===== config.mk =====
export PLATFORM = sky130hd
export DESIGN_NAME = ball_motion_ctrl
export DESIGN_NICKNAME = d
export VERILOG_FILES = /design/src/rtl/ball_motion_ctrl.sv
export SDC_FILE = /design/constraint.sdc
export NUM_CORES = 1
export LEC_CHECK = 0
export ABC_AREA = 0
export CORE_MARGIN = 2
export CORE_UTILIZATION = 58
export DETAILED_ROUTE_END_ITERATION = 10
export MAX_ROUTING_LAYER = met4
export PLACE_DENSITY = 0.85
export RECOVER_POWER = 50
export SLEW_MARGIN = 10
export SYNTH_ARGS = -nofsm -noshare
export SYNTH_HDL_FRONTEND = slang
export SYNTH_SLANG_ARGS = --single-unit

===== constraint.sdc =====
create_clock -name clk -period 5.3 [get_ports clk]
set_input_delay 0.53 -clock clk [delete_from_list [all_inputs] [get_ports clk]]
set_output_delay 0.53 -clock clk [all_outputs]
set_load 0.03 [all_outputs]

===== src/rtl/ball_motion_ctrl.sv =====
// Bouncing-ball position controller: steps the ball one pixel per axis per update, paced by frame ticks.
// Optional BALL_CTRL_STEP_EN adds a 'step' input for single updates while stopped.
module ball_motion_ctrl #(
  parameter int X_MAX  = 640,
  parameter int Y_MAX  = 480,
  parameter int RADIUS = 100,
  parameter int X0     = 320,
  parameter int Y0     = 240
) (
  input  logic       clk,
  input  logic       reset,
  input  logic       frame_tick,
  input  logic       run,
  input  logic [2:0] speed,
`ifdef BALL_CTRL_STEP_EN
  input  logic       step,
`endif
  output logic [9:0] ball_x,
  output logic [9:0] ball_y,
  output logic       dir_x,
  output logic       dir_y,
  output logic       bounce,
  output logic       update_done
);

  localparam logic [9:0] X_HI = 10'(X_MAX - RADIUS);
  localparam logic [9:0] Y_HI = 10'(Y_MAX - RADIUS);
  localparam logic [9:0] LO   = 10'(RADIUS);
  localparam logic [9:0] X_RST = 10'(X0);
  localparam logic [9:0] Y_RST = 10'(Y0);

  typedef enum logic [2:0] {IDLE, WAIT, MOVE_X, MOVE_Y, DONE} state_t;

  state_t     state_q, state_d;
  logic [2:0] div_cnt_q, div_cnt_d;
  logic [9:0] ball_x_q, ball_x_d, ball_y_q, ball_y_d;
  logic       dir_x_q, dir_x_d, dir_y_q, dir_y_d;
  logic       flip_x_q, flip_x_d;
  logic       bounce_q, bounce_d;
  logic       update_done_q, update_done_d;
  logic       flip_y;
`ifdef BALL_CTRL_STEP_EN
  logic       step_prev_q, step_prev_d;
  logic       step_mode_q, step_mode_d;
  logic       step_rise;
  assign step_rise = step & ~step_prev_q;
`endif

  always_comb begin
    state_d       = state_q;
    div_cnt_d     = div_cnt_q;
    ball_x_d      = ball_x_q;
    ball_y_d      = ball_y_q;
    dir_x_d       = dir_x_q;
    dir_y_d       = dir_y_q;
    flip_x_d      = flip_x_q;
    flip_y        = 1'b0;
    bounce_d      = 1'b0;
    update_done_d = 1'b0;
`ifdef BALL_CTRL_STEP_EN
    step_prev_d   = step;
    step_mode_d   = step_mode_q;
`endif
    case (state_q)
      IDLE: begin
        div_cnt_d = 3'd0;
        if (run) begin
          state_d = WAIT;
        end
`ifdef BALL_CTRL_STEP_EN
        else if (step_rise) begin
          state_d     = MOVE_X;
          step_mode_d = 1'b1;
        end
`endif
      end
      WAIT: begin
        if (!run) begin
          state_d = IDLE;
        end else if (frame_tick) begin
          // '>=' so a speed lowered below the running count fires on the next tick
          if (div_cnt_q >= speed) begin
            div_cnt_d = 3'd0;
            state_d   = MOVE_X;
          end else begin
            div_cnt_d = div_cnt_q + 3'd1;
          end
        end
      end
      MOVE_X: begin
        flip_x_d = 1'b0;
        if (dir_x_q && ball_x_q >= X_HI) begin
          dir_x_d  = 1'b0;
          ball_x_d = ball_x_q - 10'd1;
          flip_x_d = 1'b1;
        end else if (!dir_x_q && ball_x_q <= LO) begin
          dir_x_d  = 1'b1;
          ball_x_d = ball_x_q + 10'd1;
          flip_x_d = 1'b1;
        end else begin
          ball_x_d = dir_x_q ? ball_x_q + 10'd1 : ball_x_q - 10'd1;
        end
        state_d = MOVE_Y;
      end
      MOVE_Y: begin
        if (dir_y_q && ball_y_q >= Y_HI) begin
          dir_y_d  = 1'b0;
          ball_y_d = ball_y_q - 10'd1;
          flip_y   = 1'b1;
        end else if (!dir_y_q && ball_y_q <= LO) begin
          dir_y_d  = 1'b1;
          ball_y_d = ball_y_q + 10'd1;
          flip_y   = 1'b1;
        end else begin
          ball_y_d = dir_y_q ? ball_y_q + 10'd1 : ball_y_q - 10'd1;
        end
        bounce_d      = flip_x_q | flip_y;
        update_done_d = 1'b1;
        state_d       = DONE;
      end
      DONE: begin
`ifdef BALL_CTRL_STEP_EN
        state_d     = step_mode_q ? IDLE : WAIT;
        step_mode_d = 1'b0;
`else
        state_d = WAIT;
`endif
      end
      default: state_d = IDLE;
    endcase
  end

  always_ff @(posedge clk or posedge reset) begin
    if (reset) begin
      state_q       <= IDLE;
      div_cnt_q     <= 3'd0;
      ball_x_q      <= X_RST;
      ball_y_q      <= Y_RST;
      dir_x_q       <= 1'b1;
      dir_y_q       <= 1'b1;
      flip_x_q      <= 1'b0;
      bounce_q      <= 1'b0;
      update_done_q <= 1'b0;
`ifdef BALL_CTRL_STEP_EN
      step_prev_q   <= 1'b0;
      step_mode_q   <= 1'b0;
`endif
    end else begin
      state_q       <= state_d;
      div_cnt_q     <= div_cnt_d;
      ball_x_q      <= ball_x_d;
      ball_y_q      <= ball_y_d;
      dir_x_q       <= dir_x_d;
      dir_y_q       <= dir_y_d;
      flip_x_q      <= flip_x_d;
      bounce_q      <= bounce_d;
      update_done_q <= update_done_d;
`ifdef BALL_CTRL_STEP_EN
      step_prev_q   <= step_prev_d;
      step_mode_q   <= step_mode_d;
`endif
    end
  end

  assign ball_x      = ball_x_q;
  assign ball_y      = ball_y_q;
  assign dir_x       = dir_x_q;
  assign dir_y       = dir_y_q;
  assign bounce      = bounce_q;
  assign update_done = update_done_q;

endmodule

==> impl_metrics.tcl <==
set metrics [dict create \
    synth_most_common_cell "dfrtp_1" \
    initial_core_util 0.5970 \
    drt_pass1_iterations 4 \
    tightest_slew_ns 1.595 \
    r2r_slack_ns 2.71 \
    root_buffer "clkbuf_4" \
    synth-seq-cells 31 \
    synth_cells 202 \
    r2r-end "ball_x[4]" \
    min_delay_path_depth 2 \
    critPathLaunchType "register" \
    drc 0 \
    async_reset_ff_frac 1.000 \
    finalSetupTns_ns 0 \
    synth_largest_area_cell "dfrtp_1" \
    syn2layout_area_growth_pct 17.87 \
    setup_viol 0 \
    seq_area_frac_synth 0.4008 \
    rr_worst_depth 5 \
    cts_setup_buffers 0 \
    numCtsBuffers 5 \
    cts.sinks 31 \
    dp_hpwl_um 2642 \
    finalNonFillerCells 279 \
    fin_ws_ns 2.712 \
    num-fill-cells 259 \
    place_area_sq_um 2271 \
    die_area_sq_um 3861 \
    skew_ns 0.003175 \
    path_class "reg2reg" \
    pre_cts_slack_ns 2.914 \
    dieHeight_um 62.14 \
    cts_buffer_depth 2 \
    drt_wl_total_um 3714 \
    seq_area_sq_um 785.8 \
    drv_cap 1 \
    synth.top_cells.by_area "dfrtp_1, dfstp_2, ha_1, xnor2_1, mux2i_1" \
    failed_checks "max-capacitance violations, max-slew violations" \
    syn_area_sq_um 1961 \
    fin_area_sq_um 2311 \
    outcome "finished with violations" \
    wl_per_cell_um 13.31 \
    min_to "dir_x" \
    first_global_vias 1480 \
    rsz0062_at_grt "no" \
    viasPerCell 5.652 \
    antenna_found_initial 0 \
    slew_violations 32 \
    synth_top_area_share 0.2936 \
    multi_input_area_sq_um 1050 \
    die_x_um 62.14 \
    port_buffers 30 \
    synthTopCellsByCount "dfrtp_1, nand2_1, nor2_1" \
    clk_latency_ns 0.33 \
    initialDrtViolationCount 114 \
    synth_nets 217 \
    fmax_ghz 0.3864 \
    power_density_nw_per_um2 320.1 \
    ant_nets 0 \
    nNetsFinal 247 \
    synth_warnings 0 \
    synth-edff-count 0 \
    finalCriticalPeriod_ns 2.588 \
    period_share 0.4883 \
    r2r_start "state_q[0]" \
    top_level_ports 31 \
    setup.worst_path.end_class "register" \
    grt_max_degree 32 \
    cts_tree "done" \
    holdBufCountCts 0 \
    hold_start "dir_x" \
    num_vias 1577 \
    critPathArrivalTime_ns 2.85 \
    drive_above_1_share 0.1073 \
    cts.clk_slew.worst_paths_ns 0.09 \
    synth_ff_type "dfrtp_1" \
    place_congestion 0.8295 \
    worst_ep_required_time_ns 5.57 \
    min_path_type "reg2reg" \
    crit_fanout 13 \
    irDropWorstVdd_uv 179.7 \
    cts.htree.levels 2 \
    synth_cell_types 48 \
    core_area_sq_um 3284 \
    antenna_cells 0 \
    syn_area_per_cell_sq_um 9.706 \
    p_leak_uw 0.001052 \
    num_rows 21 \
    finalHoldViolations 0 \
    dp_cells 271 \
    finalPower_uw 739.7 \
    gr-usage-all-layers 0.2235 \
    relSlewSlack -0.06313 \
    grt_pass1_wl_um 6748 \
    grt_overflow 0 \
    cts_resized 0 \
]
-- cell usage in the layout (no fill, tap or decap), drive strengths merged, types with 9 or more instances in the layout --
cell           instances
clkbuf                 9
clkdlybuf4s50         25
dfrtp                 23
inv                   12
nand2                 19
nand3                 10
nor2                  12
nor3                   9
o21ai                 11
xnor2                 10
-- layer usage --
layer  GRT usage  wire (um)  up-vias
li1            -          -      786
met1      0.2814       1717      749
met2      0.3505       1780       37
met3     0.05435        157        5
met4     0.08889         58        0
met5           -          0        -
-- how the worst max path moves through the flow --
stage	end	slack, ns	startpoint
after global routing	ball_x[4]	2.52	state_q[0]
after global placement	div_cnt_q[0]	2.98	speed[0]
after detailed placement	div_cnt_q[0]	2.91	speed[0]
after floorplan	ball_y[7]	3.13	ball_y[0]
final	ball_x[4]	2.71	state_q[0]
after CTS	ball_x[6]	2.95	ball_x[0]
-- stage by stage --
stage	hold slack, ns	utilization
floorplan	0.4505	-
global route	0.5362	0.7036
detailed placement	0.4870	0.6914
CTS	0.5073	0.7124
finish	0.5041	0.7036
global placement	0.4635	0.6914
-- where the power goes --
part	internal [uW]	switching, uW
clock	78.0	79.7
combinational	108	141
sequential	274	59.4
total	460	280
-- kinds of logic (layout without fill, tap and decap cells) --
logic type / Yosys count / in the layout / synth area share
simple gates: 80 / 80 / 0.2342
mux: 10 / 10 / 0.05233
compound gates: 35 / 35 / 0.1302
buf+inv: 20 / 51 / 0.05105
flops: 31 / 31 / 0.4008
xor+xnor: 18 / 18 / 0.08041
fa+ha+maj: 8 / 8 / 0.05106
-- sequential cells by signal, indices dropped and copies added, names as in the netlist, 3 cells and up --
signal and count:
ball_x 10, ball_y 10, state_q 3, div_cnt_q 3
-- critical path, cell delays in order (launching register included) --
cell and delay, ns:
dfrtp_1 0.50, nor3b_1 1.10, nand2_1 0.25, or3_1 0.36
mux2i_1 0.16, xor2_1 0.15
-- layout make-up --
class                           count  area share
Inverter                           12     0.01949
Tap cell                           46     0.02491
Sequential cell                    31      0.3400
Timing Repair Buffer               31      0.1316
Clock buffer                        8     0.02978
Multi-Input combinational cell    151      0.4543
Power figures use the tool's default switching activity.
